<file path="src/rtl/write_queue_pkg.sv">
// write_queue_pkg
//   Helpers and parameter checks shared by the output-side down-converter
//   (write_queue) and the matching input-side up-converter.
//   - clog2_min1 : ceiling log2, never smaller than 1 bit
//   - widths_ok  : legality of a wide/narrow width pair and a buffer depth
package write_queue_pkg;

    // Ceiling log2 with a floor of 1 so that counters and pointers for
    // degenerate sizes (1 entry, 1 slice) still have a real bit.
    function automatic int clog2_min1(input int value);
        int result;
        result = 0;
        for (int i = 0; i < 31; i++) begin
            if ((1 << i) < value) begin
                result = i + 1;
            end
        end
        if (result < 1) begin
            result = 1;
        end
        return result;
    endfunction

    // The wide word must split into a whole number of narrow beats and at
    // least one word must be bufferable.
    function automatic bit widths_ok(input int wide_w, input int narrow_w, input int depth);
        return (narrow_w > 0) && (wide_w >= narrow_w) &&
               ((wide_w % narrow_w) == 0) && (depth >= 1);
    endfunction

endpackage

</file>
<file path="src/rtl/write_queue_word_fifo.sv">
// word_fifo
//   Small synchronous FIFO of full-width words with explicit pointer wrap,
//   so any depth (not only powers of two) works.
//   Ports:
//     clk, reset        clock, asynchronous active-high reset
//     push, push_data   write push_data at the tail (caller ensures !full)
//     pop               drop the head entry (caller ensures !empty)
//     head_data         oldest entry, valid while !empty
//     count             number of stored entries
//     full, empty       count == DEPTH / count == 0
module word_fifo
    import write_queue_pkg::*;
#(
    parameter int WIDTH = 128,
    parameter int DEPTH = 2
) (
    input  logic                                clk,
    input  logic                                reset,
    input  logic                                push,
    input  logic [WIDTH-1:0]                    push_data,
    input  logic                                pop,
    output logic [WIDTH-1:0]                    head_data,
    output logic [clog2_min1(DEPTH + 1)-1:0]    count,
    output logic                                full,
    output logic                                empty
);

    localparam int PTR_W = clog2_min1(DEPTH);
    localparam int CNT_W = clog2_min1(DEPTH + 1);

    logic [WIDTH-1:0] mem_q [DEPTH];
    logic [WIDTH-1:0] mem_d [DEPTH];
    logic [PTR_W-1:0] head_q, head_d;
    logic [PTR_W-1:0] tail_q, tail_d;
    logic [CNT_W-1:0] count_q, count_d;

    always_comb begin
        mem_d   = mem_q;
        head_d  = head_q;
        tail_d  = tail_q;
        count_d = count_q;

        if (push) begin
            mem_d[tail_q] = push_data;
            tail_d = (tail_q == PTR_W'(DEPTH - 1)) ? '0 : tail_q + PTR_W'(1);
        end
        if (pop) begin
            head_d = (head_q == PTR_W'(DEPTH - 1)) ? '0 : head_q + PTR_W'(1);
        end

        // A push and a pop in the same cycle leave the occupancy unchanged.
        case ({push, pop})
            2'b10:   count_d = count_q + CNT_W'(1);
            2'b01:   count_d = count_q - CNT_W'(1);
            default: count_d = count_q;
        endcase
    end

    always_ff @(posedge clk or posedge reset) begin
        if (reset) begin
            head_q  <= '0;
            tail_q  <= '0;
            count_q <= '0;
        end else begin
            head_q  <= head_d;
            tail_q  <= tail_d;
            count_q <= count_d;
        end
    end

    // Storage needs no reset: an entry is only read after it was written.
    always_ff @(posedge clk) begin
        mem_q <= mem_d;
    end

    assign head_data = mem_q[head_q];
    assign count     = count_q;
    assign full      = (count_q == CNT_W'(DEPTH));
    assign empty     = (count_q == '0);

endmodule

</file>
<file path="src/rtl/write_queue.sv">
// write_queue
//   Width down-converter from a kernel's wide output stream to the narrow
//   leaf payload. Each accepted IN_WIDTH word is buffered, then emitted as
//   IN_WIDTH/OUT_WIDTH beats, least-significant slice first.
//   Ports:
//     clk, reset            clock, asynchronous active-high reset
//     din, vld_in           wide word from the kernel and its valid
//     rdy_upward            block can take din this cycle
//     dout, vld_out         narrow beat to the leaf and its valid
//     rdy_downward          leaf takes dout this cycle
//     ap_start              page start; the block stays idle until seen once
//   Handshake: a transfer happens on a rising edge where valid && ready on
//   the same side; valid never depends on ready, rdy_upward depends only on
//   registered state, and an offered beat holds until it is taken.
module write_queue
    import write_queue_pkg::*;
#(
    parameter int IN_WIDTH   = 128,
    parameter int OUT_WIDTH  = 32,
    parameter int FIFO_DEPTH = 2
) (
    input  logic                 clk,
    input  logic                 reset,
    input  logic [IN_WIDTH-1:0]  din,
    input  logic                 vld_in,
    output logic                 rdy_upward,
    output logic [OUT_WIDTH-1:0] dout,
    output logic                 vld_out,
    input  logic                 rdy_downward,
    input  logic                 ap_start
);

    localparam int R       = IN_WIDTH / OUT_WIDTH;
    localparam int SLICE_W = clog2_min1(R);
    localparam int CNT_W   = clog2_min1(FIFO_DEPTH + 1);

    if (!widths_ok(IN_WIDTH, OUT_WIDTH, FIFO_DEPTH)) begin : g_bad_params
        $error("write_queue: IN_WIDTH must be a multiple of OUT_WIDTH and FIFO_DEPTH >= 1");
    end

    logic                 started_q, started_d;
    logic [SLICE_W-1:0]   slice_q, slice_d;

    logic                 push;
    logic                 beat;
    logic                 last_slice;
    logic                 pop;
    logic [IN_WIDTH-1:0]  head_data;
    logic [CNT_W-1:0]     fifo_count;
    logic                 fifo_full;
    logic                 fifo_empty;
    logic [OUT_WIDTH-1:0] slice_mux;

    word_fifo #(
        .WIDTH (IN_WIDTH),
        .DEPTH (FIFO_DEPTH)
    ) u_word_fifo (
        .clk       (clk),
        .reset     (reset),
        .push      (push),
        .push_data (din),
        .pop       (pop),
        .head_data (head_data),
        .count     (fifo_count),
        .full      (fifo_full),
        .empty     (fifo_empty)
    );

    assign rdy_upward = started_q && !fifo_full;
    assign vld_out    = started_q && !fifo_empty;

    assign push       = vld_in && rdy_upward;
    assign beat       = vld_out && rdy_downward;
    assign last_slice = (slice_q == SLICE_W'(R - 1));
    // The head word leaves only with its final beat.
    assign pop        = beat && last_slice;

    always_comb begin
        started_d = started_q || ap_start;
        slice_d   = slice_q;
        if (beat) begin
            slice_d = last_slice ? '0 : slice_q + SLICE_W'(1);
        end
    end

    always_ff @(posedge clk or posedge reset) begin
        if (reset) begin
            started_q <= 1'b0;
            slice_q   <= '0;
        end else begin
            started_q <= started_d;
            slice_q   <= slice_d;
        end
    end

    // Constant-index mux keeps every part-select in range for any R.
    always_comb begin
        slice_mux = '0;
        for (int i = 0; i < R; i++) begin
            if (slice_q == SLICE_W'(i)) begin
                slice_mux = head_data[i*OUT_WIDTH +: OUT_WIDTH];
            end
        end
    end

    // An empty buffer drives zeros rather than stale storage contents.
    assign dout = (fifo_count == '0) ? '0 : slice_mux;

endmodule

</file>
<file path="config.mk">
export PLATFORM = sky130hd
export DESIGN_NAME = write_queue
export DESIGN_NICKNAME = d
export VERILOG_FILES = /design/src/rtl/write_queue_pkg.sv /design/src/rtl/write_queue_word_fifo.sv /design/src/rtl/write_queue.sv
export SDC_FILE = /design/constraint.sdc
export NUM_CORES = 1
export LEC_CHECK = 0
export CAP_MARGIN = 15
export CORE_MARGIN = 8
export CORE_UTILIZATION = 50
export CTS_BUF_LIST = sky130_fd_sc_hd__clkbuf_8 sky130_fd_sc_hd__clkbuf_16
export DETAILED_ROUTE_END_ITERATION = 16
export GPL_TIMING_DRIVEN = 0
export HOLD_SLACK_MARGIN = 0.08
export PLACE_DENSITY = 0.81
export REMOVE_ABC_BUFFERS = 1
export SLEW_MARGIN = 5
export SYNTH_ARGS = -nofsm -noshare
export SYNTH_HDL_FRONTEND = slang
export SYNTH_SLANG_ARGS = --single-unit
</file>
<file path="constraint.sdc">
create_clock -name clk -period 12.5 [get_ports clk]
set_input_delay 3.125 -clock clk [delete_from_list [all_inputs] [get_ports clk]]
set_output_delay 3.125 -clock clk [all_outputs]
set_load 0.02 [all_outputs]
</file>
==> impl_metrics.xml, run 1 <==
<?xml version="1.0" encoding="UTF-8"?>
<metrics>
  <group name="outcome">
    <metric name="run_status" unit="">finished, final reports clean</metric>
  </group>
  <group name="setup_path">
    <metric name="timing.critical_path.fanout_max" unit="">32</metric>
    <metric name="critical-path-max-stage-delay" unit="ps">740</metric>
    <metric name="ff2ff_setup_slack" unit="ps">10410</metric>
    <metric name="critical-path-slowest-cell" unit="">sky130_fd_sc_hd__nand2b_2</metric>
    <metric name="rr_worst_depth" unit="">5</metric>
    <metric name="arrival" unit="ps">3580</metric>
    <metric name="critPathCaptureType" unit="">primary output</metric>
    <metric name="rr_endpoint" unit="">u_word_fifo.mem_q[144]</metric>
    <metric name="worstSetupPathType" unit="">reg2out</metric>
    <metric name="critical_path.top_delay_family" unit="">simple AND/OR/NAND/NOR gates</metric>
    <metric name="critical_path.cell_chain" unit="">ha_2 -&gt; buf_16 -&gt; nand2b_2 -&gt; a211oi_1 -&gt; nor3_2 -&gt; clkdlybuf4s50_1</metric>
    <metric name="cp_num_buf_inv" unit="">2</metric>
    <metric name="worst_ep_required_time" unit="ps">9380</metric>
    <metric name="r2r-start" unit="">u_word_fifo.count[1]</metric>
    <metric name="setup.worst_path.start_class" unit="">flip-flop</metric>
  </group>
  <group name="hold_path">
    <metric name="min_delay_path_depth" unit="">1</metric>
    <metric name="min_delay_worst_endpoint" unit="">started_q</metric>
    <metric name="hold_path_class" unit="">reg2reg</metric>
    <metric name="hold_path_startpoint" unit="">started_q</metric>
  </group>
  <group name="pwr">
    <metric name="pwr-share-seq" unit="%">35.6</metric>
    <metric name="leakage" unit="uW">0.00500</metric>
    <metric name="clock_power_share" unit="%">21.5</metric>
    <metric name="p_int" unit="uW">2380</metric>
    <metric name="report.power.total" unit="uW">3630</metric>
    <metric name="ir_drop" unit="uV">177</metric>
    <metric name="powerDensity" unit="nW/um^2">259</metric>
    <metric name="power.combinational.fraction" unit="%">42.9</metric>
    <metric name="sw_share" unit="%">34.5</metric>
    <metric name="switching_power" unit="uW">1250</metric>
  </group>
  <group name="final_layout">
    <metric name="area_delta_synth_final" unit="%">26.7</metric>
    <metric name="fill_cells" unit="">1501</metric>
    <metric name="mostFrequentLayoutCell" unit="">sky130_fd_sc_hd__edfxtp_1</metric>
    <metric name="fin_nets" unit="">897</metric>
    <metric name="multiInputGateArea" unit="sq um">2890</metric>
    <metric name="antennaDiodeCount" unit="">0</metric>
    <metric name="seqCellArea" unit="sq um">7870</metric>
    <metric name="most-common-layout-cells" unit="">256 x sky130_fd_sc_hd__edfxtp_1, 166 x sky130_fd_sc_hd__clkdlybuf4s50_1</metric>
    <metric name="layout-drive-gt1-share" unit="%">24.3</metric>
  </group>
  <group name="run">
    <metric name="drv.max_cap_violation_count" unit="">0</metric>
  </group>
  <group name="global_route">
    <metric name="wire_length_of_the_first_global_routing_pass" unit="mm">35.3</metric>
    <metric name="vias_in_the_first_global_route" unit="">6504</metric>
    <metric name="antenna_found_initial" unit="">0</metric>
    <metric name="groute.usage.overall" unit="%">16.7</metric>
    <metric name="grt-ovfl-total" unit="">0</metric>
    <metric name="grt_start_max_net_pins" unit="">67</metric>
  </group>
  <group name="sta">
    <metric name="min_period_over_period" unit="%">53.6</metric>
    <metric name="max_freq" unit="GHz">0.149</metric>
    <metric name="finalSetupTns" unit="ps">0</metric>
    <metric name="worst_slew_margin_rel" unit="%">39.8</metric>
    <metric name="timing.final.crit_period" unit="ps">6700</metric>
    <metric name="hold_viol_final" unit="">0</metric>
    <metric name="max_slew.worst_pin.slew" unit="ps">904</metric>
    <metric name="grt_setup_unrepaired" unit="">false</metric>
    <metric name="final.setup_skew" unit="ps">14.5</metric>
    <metric name="setup_violations" unit="">0</metric>
    <metric name="report.final.slew_viol_count" unit="">0</metric>
  </group>
  <group name="place">
    <metric name="final_wtd_congestion" unit="">0.744</metric>
    <metric name="half_perimeter_wire_length_after_detailed_placement" unit="mm">15.2</metric>
    <metric name="buffer_ports.inserted" unit="">166</metric>
  </group>
  <group name="clocking">
    <metric name="cts.path.max_buffers" unit="">3</metric>
    <metric name="tritoncts" unit="">done</metric>
    <metric name="number_of_clock_sinks" unit="">263</metric>
    <metric name="cts_made_buffers" unit="">28</metric>
    <metric name="ctsResizeCount" unit="">0</metric>
    <metric name="htree_levels" unit="">1</metric>
    <metric name="postCtsSetupRepairBufs" unit="">0</metric>
    <metric name="cts.hold.buffers_added" unit="">0</metric>
    <metric name="cts.reportedPaths.clkPinSlew" unit="ps">60</metric>
    <metric name="cts_root_buffer" unit="">sky130_fd_sc_hd__clkbuf_16</metric>
    <metric name="worst_skew_pair.late_latency" unit="ps">520</metric>
  </group>
  <group name="route">
    <metric name="wl_met1" unit="mm">9.30</metric>
    <metric name="drt.antenna.violating_nets" unit="">0</metric>
    <metric name="wirelength" unit="mm">23.3</metric>
    <metric name="route.detailed.vias_per_inst" unit="">5.59</metric>
    <metric name="detailedRoute.firstPassIterationCount" unit="">5</metric>
    <metric name="dr_wl_met3" unit="mm">1.45</metric>
    <metric name="dr_wl_met2" unit="mm">11.9</metric>
    <metric name="num_vias" unit="">5926</metric>
    <metric name="route.detailed.drc" unit="">0</metric>
    <metric name="detail_route.iter0.violations" unit="">283</metric>
    <metric name="route.top_layer_used" unit="">met4</metric>
    <metric name="route.detailed.wl_per_inst" unit="microns">21.9</metric>
  </group>
  <group name="synth">
    <metric name="yosysSeqAreaShare" unit="%">71.3</metric>
    <metric name="asyncSetResetFlopFracSynth" unit="%">2.66</metric>
    <metric name="post_synth_inst_count" unit="">589</metric>
    <metric name="avgSynthCellArea" unit="sq um">18.7</metric>
    <metric name="synthDistinctLibCells" unit="">34</metric>
    <metric name="yosys_most_used_dff" unit="">sky130_fd_sc_hd__edfxtp_1</metric>
    <metric name="synth.cell_area" unit="sq um">11000</metric>
    <metric name="yosys_warnings" unit="">0</metric>
    <metric name="number_of_enable_type_register_cells_in_the_synthesized_netlist" unit="">256</metric>
    <metric name="synth-seq-cells" unit="">263</metric>
  </group>
  <group name="die">
    <metric name="fp.coreArea" unit="sq um">21800</metric>
    <metric name="dieArea" unit="sq um">27100</metric>
    <metric name="num_io_pins" unit="">167</metric>
    <metric name="die_width" unit="microns">165</metric>
    <metric name="floorplan.initialDensity" unit="%">50.7</metric>
    <metric name="die_height" unit="microns">165</metric>
    <metric name="rows" unit="">54</metric>
  </group>
</metrics>
worst reg2reg max path, cell delays in order (launching register included):
cell                       delay (ps)
sky130_fd_sc_hd__dfrtp_1          420
sky130_fd_sc_hd__inv_1            150
sky130_fd_sc_hd__o211ai_1         250
sky130_fd_sc_hd__nor2_4           400
sky130_fd_sc_hd__buf_12           270
sky130_fd_sc_hd__buf_12           270
how the worst max path moves through the flow:
| stage | startpoint | end | slack, ps | depth (start not counted) |
|---|---|---|---|---|
| floorplan | vld_in | u_word_fifo.mem_q[128] | 3270 | 2 |
| global placement | vld_in | u_word_fifo.mem_q[223] | 280 | 3 |
| detailed placement | slice_q[0] | dout[18] | 6340 | 6 |
| CTS | slice_q[0] | dout[24] | 5720 | 6 |
| global route | slice_q[0] | dout[24] | 5570 | 6 |
| finish | slice_q[0] | dout[24] | 5800 | 6 |
metrics by stage:
stage	instances	worst slack (ps)	hold slack (ps)	area [sq um]	utilization, %
detailed placement	1009	6340	557	13100	60.2
global route	1061	5570	603	14000	64.3
floorplan	550	3270	461	10700	-
global placement	996	278	477	12800	58.6
finish	1061	5800	575	14000	64.3
CTS	1061	5720	571	14000	64.3
power by group through the flow:
stage	clock network (uW)	logic, uW	registers [uW]
3_3_place_gp	0	1460	1410
3_5_place_dp	0	1570	1310
6_report	781	1550	1290
4_1_cts	800	1580	1290
2_1_floorplan	0	972	1370
5_1_grt	830	1650	1310
synthesized netlist by cell type, types with 3 or more instances:
| cell | number | share of area [%] |
|---|---|---|
| sky130_fd_sc_hd__buf_12 | 3 | 0.54 |
| sky130_fd_sc_hd__clkbuf_1 | 11 | 0.37 |
| sky130_fd_sc_hd__a211oi_1 | 32 | 2.2 |
| sky130_fd_sc_hd__mux2i_1 | 32 | 2.9 |
| sky130_fd_sc_hd__inv_1 | 4 | 0.14 |
| sky130_fd_sc_hd__a21o_1 | 32 | 2.2 |
| sky130_fd_sc_hd__edfxtp_1 | 256 | 70 |
| sky130_fd_sc_hd__xnor2_1 | 4 | 0.32 |
| sky130_fd_sc_hd__buf_4 | 6 | 0.41 |
| sky130_fd_sc_hd__mux2_1 | 5 | 0.51 |
| sky130_fd_sc_hd__ha_1 | 5 | 0.57 |
| sky130_fd_sc_hd__a221oi_2 | 32 | 4.4 |
| sky130_fd_sc_hd__dfrtp_1 | 7 | 1.6 |
| sky130_fd_sc_hd__buf_6 | 5 | 0.51 |
| sky130_fd_sc_hd__nor2b_1 | 32 | 1.8 |
| sky130_fd_sc_hd__buf_2 | 9 | 0.41 |
| sky130_fd_sc_hd__nor2_1 | 4 | 0.14 |
| sky130_fd_sc_hd__mux2_2 | 29 | 3.0 |
| sky130_fd_sc_hd__nor3_2 | 32 | 2.9 |
| sky130_fd_sc_hd__mux2_4 | 32 | 4.4 |
cells by family (layout without fill, tap and decap cells):
family          count (synthesis)  in the layout  synth area share [%]
flops                         263            263                  71.3
compound gates                 98             98                  8.85
mux                            98             98                  10.7
simple gates                   77             77                  5.42
buf+inv                        43            235                  2.77
fa+ha+maj                       5              5                 0.567
xor+xnor                        5              5                 0.397
area by class of cell:
class | instances | share of cell area, %
sequential | 263 | 56.3
multi-input combinational | 283 | 20.7
timing repair buffer | 179 | 14.1
clock buffer | 33 | 5.58
tap | 280 | 2.51
clock inverter | 19 | 0.779
inverter | 4 | 0.107
state kept, by name, indices dropped and copies added (netlist names):
| signal | flops |
|---|---|
| u_word_fifo.tail_q | 1 |
| u_word_fifo.head_q | 1 |
| started_q | 1 |
| slice_q | 2 |
| u_word_fifo.mem_q | 256 |
| u_word_fifo.count | 2 |
layer usage:
layer	vias up	GRT usage, %
met3	45	3.39
li1	2705	-
met1	2963	20.4
met4	0	5.65
met2	213	29.0
met5	-	0
No activity file was read; power rests on OpenSTA's default activity.
==> run 2: changes to the inputs <==
--- a/config.mk
+++ b/config.mk
@@ -7,12 +7,12 @@
 export LEC_CHECK = 0
 export CAP_MARGIN = 15
 export CORE_MARGIN = 8
-export CORE_UTILIZATION = 50
+export CORE_UTILIZATION = 49
 export CTS_BUF_LIST = sky130_fd_sc_hd__clkbuf_8 sky130_fd_sc_hd__clkbuf_16
 export DETAILED_ROUTE_END_ITERATION = 16
 export GPL_TIMING_DRIVEN = 0
 export HOLD_SLACK_MARGIN = 0.08
-export PLACE_DENSITY = 0.81
+export PLACE_DENSITY = 0.82
 export REMOVE_ABC_BUFFERS = 1
 export SLEW_MARGIN = 5
 export SYNTH_ARGS = -nofsm -noshare
==> constraint.sdc (replaced) <==
create_clock -name clk -period 5.57 [get_ports clk]
set_input_delay 1.3925 -clock clk [delete_from_list [all_inputs] [get_ports clk]]
set_output_delay 1.3925 -clock clk [all_outputs]
set_load 0.02 [all_outputs]
==> impl_metrics.xml, run 2 (synthesis results as in run 1) <==
<?xml version="1.0" encoding="UTF-8"?>
<metrics>
  <group name="setup_path">
    <metric name="worst_ep_required_time" unit="ps">4180</metric>
    <metric name="critical_path.cell_chain" unit="">ha_2 -&gt; buf_16 -&gt; nand2b_2 -&gt; a211oi_1 -&gt; nor3_2 -&gt; clkdlybuf4s50_1</metric>
    <metric name="ff2ff_setup_slack" unit="ps">3070</metric>
    <metric name="setup.worst_path.start_class" unit="">flip-flop</metric>
    <metric name="critPathCaptureType" unit="">primary output</metric>
    <metric name="endpoint" unit="">dout[4]</metric>
    <metric name="critical-path-slowest-cell" unit="">sky130_fd_sc_hd__nand2b_2</metric>
    <metric name="r2r-start" unit="">u_word_fifo.count[1]</metric>
    <metric name="arrival" unit="ps">3800</metric>
    <metric name="critical-path-max-stage-delay" unit="ps">880</metric>
    <metric name="worstSetupPathType" unit="">reg2out</metric>
    <metric name="critPathLaunch" unit="">slice_q[0]</metric>
    <metric name="rr_worst_depth" unit="">6</metric>
    <metric name="rr_endpoint" unit="">u_word_fifo.mem_q[222]</metric>
    <metric name="timing.critical_path.fanout_max" unit="">32</metric>
  </group>
  <group name="place">
    <metric name="final_wtd_congestion" unit="">0.702</metric>
    <metric name="half_perimeter_wire_length_after_detailed_placement" unit="mm">14.2</metric>
    <metric name="buffer_ports.inserted" unit="">166</metric>
    <metric name="place_inst" unit="">1013</metric>
    <metric name="pre_cts_slack" unit="ps">966</metric>
  </group>
  <group name="die">
    <metric name="die_width" unit="microns">166</metric>
    <metric name="floorplan.initialDensity" unit="%">49.3</metric>
    <metric name="dieArea" unit="sq um">27600</metric>
    <metric name="num_io_pins" unit="">167</metric>
    <metric name="fp.coreArea" unit="sq um">22400</metric>
    <metric name="die_height" unit="microns">166</metric>
    <metric name="rows" unit="">55</metric>
  </group>
  <group name="sta">
    <metric name="grt_setup_unrepaired" unit="">false</metric>
    <metric name="worst_slew_margin_rel" unit="%">26.6</metric>
    <metric name="max_slew.worst_pin.slew" unit="ps">1100</metric>
    <metric name="fin_ws" unit="ps">376</metric>
    <metric name="min_period_over_period" unit="%">93.2</metric>
    <metric name="setup_violations" unit="">0</metric>
    <metric name="hold_viol_final" unit="">0</metric>
    <metric name="max_freq" unit="GHz">0.193</metric>
    <metric name="finalSetupTns" unit="ps">0</metric>
    <metric name="final.setup_skew" unit="ps">10.7</metric>
    <metric name="holdWs" unit="ps">590</metric>
    <metric name="report.final.slew_viol_count" unit="">0</metric>
    <metric name="timing.final.crit_period" unit="ps">5190</metric>
  </group>
  <group name="clocking">
    <metric name="cts_root_buffer" unit="">sky130_fd_sc_hd__clkbuf_16</metric>
    <metric name="cts.hold.buffers_added" unit="">0</metric>
    <metric name="cts.reportedPaths.clkPinSlew" unit="ps">60</metric>
    <metric name="cts.path.max_buffers" unit="">3</metric>
    <metric name="cts_made_buffers" unit="">27</metric>
    <metric name="ctsResizeCount" unit="">0</metric>
    <metric name="tritoncts" unit="">done</metric>
    <metric name="postCtsSetupRepairBufs" unit="">0</metric>
    <metric name="htree_levels" unit="">1</metric>
    <metric name="number_of_clock_sinks" unit="">263</metric>
    <metric name="worst_skew_pair.late_latency" unit="ps">520</metric>
  </group>
  <group name="final_layout">
    <metric name="number_of_flip_flops_in_the_largest_register" unit="">256</metric>
    <metric name="fin_nets" unit="">895</metric>
    <metric name="fill_cells" unit="">1585</metric>
    <metric name="layout-drive-gt1-share" unit="%">23.7</metric>
    <metric name="area_delta_synth_final" unit="%">26.0</metric>
    <metric name="largest_register" unit="">u_word_fifo.mem_q</metric>
    <metric name="most-common-layout-cells" unit="">256 x sky130_fd_sc_hd__edfxtp_1, 166 x sky130_fd_sc_hd__clkdlybuf4s50_1</metric>
    <metric name="layout.cells.non_filler" unit="">1061</metric>
    <metric name="mostFrequentLayoutCell" unit="">sky130_fd_sc_hd__edfxtp_1</metric>
  </group>
  <group name="global_route">
    <metric name="wire_length_of_the_first_global_routing_pass" unit="mm">35.3</metric>
    <metric name="groute.usage.overall" unit="%">16.2</metric>
    <metric name="antenna_found_initial" unit="">0</metric>
    <metric name="grt-ovfl-total" unit="">0</metric>
    <metric name="vias_in_the_first_global_route" unit="">6339</metric>
    <metric name="grt_start_max_net_pins" unit="">66</metric>
  </group>
  <group name="hold_path">
    <metric name="hold_path_class" unit="">reg2reg</metric>
  </group>
  <group name="run">
    <metric name="drv.max_cap_violation_count" unit="">0</metric>
  </group>
  <group name="pwr">
    <metric name="ir_drop" unit="uV">387</metric>
    <metric name="powerDensity" unit="nW/um^2">576</metric>
    <metric name="leakage" unit="uW">0.00493</metric>
    <metric name="report.power.total" unit="uW">8010</metric>
  </group>
  <group name="outcome">
    <metric name="run_status" unit="">finished, final reports clean</metric>
  </group>
  <group name="route">
    <metric name="route.detailed.drc" unit="">0</metric>
    <metric name="wirelength" unit="mm">22.6</metric>
    <metric name="detail_route.iter0.violations" unit="">376</metric>
    <metric name="detailedRoute.firstPassIterationCount" unit="">4</metric>
    <metric name="num_vias" unit="">5806</metric>
    <metric name="drt.antenna.violating_nets" unit="">0</metric>
    <metric name="route.detailed.vias_per_inst" unit="">5.47</metric>
    <metric name="route.detailed.wl_per_inst" unit="microns">21.3</metric>
  </group>
</metrics>
-- run 2: changes by cell type in the layout (fill, tap and decap cells not counted), sizes merged --
| cell | delta |
|---|---|
| clkbuf | -6 |
| bufinv | +1 |
| buf | -1 |
| diode | +1 |
| clkinv | +3 |
| inv | -3 |
-- run 2: final cells by class --
type / count / area, sq um / share of cell area (%)
inverters: 4 / 15.0 / 0.108
clock inverters: 20 / 139 / 0.999
repair buffers: 178 / 1940 / 14.0
flip-flops and latches: 263 / 7870 / 56.6
well taps: 285 / 357 / 2.57
clock buffers: 27 / 676 / 4.86
multi-input cells: 283 / 2900 / 20.9
diodes: 1 / 2.50 / 0.0180
-- run 2: worst min-delay path by stage --
| stage | endpoint | slack [ps] | startpoint | cells after the start |
|---|---|---|---|---|
| floorplan | u_word_fifo.tail_q | 460 | u_word_fifo.tail_q | 1 |
| global placement | u_word_fifo.tail_q | 480 | u_word_fifo.tail_q | 1 |
| detailed placement | started_q | 560 | started_q | 1 |
| CTS | started_q | 580 | started_q | 1 |
| global route | u_word_fifo.tail_q | 600 | u_word_fifo.tail_q | 1 |
| finish | u_word_fifo.tail_q | 590 | u_word_fifo.tail_q | 1 |
-- run 2: critical path, delay by kind of cell, from the launching register on --
family / cells / cell delay [ps]
AND/OR/NAND/NOR: 2 / 1160
adder cells (fa/ha/maj): 1 / 600
flip-flops: 1 / 460
AO/OA/AOI/OAI: 1 / 140
buffers and inverters: 2 / 900
-- run 2: stage by stage --
stage | cell area, sq um | utilization (%)
CTS | 13900 | 62.1
global placement | 12800 | 57.1
finish | 13900 | 62.1
floorplan | 10700 | -
detailed placement | 13100 | 58.5
global route | 13900 | 62.1
-- run 2: layer usage --
layer	global-route usage [%]	part of all wire [%]	vias up
met5	0	0	-
met4	4.31	2.1	0
met3	3.40	5.2	44
met2	28.1	50	156
met1	20.3	42	2897
li1	-	-	2709
-- run 2: power breakdown --
part / switching (uW) / internal, uW / total [uW] / leakage [uW]
Clock: 688 / 964 / 1650 / 0.000417
Combinational: 1890 / 1580 / 3470 / 0.00206
Sequential: 186 / 2700 / 2880 / 0.00245
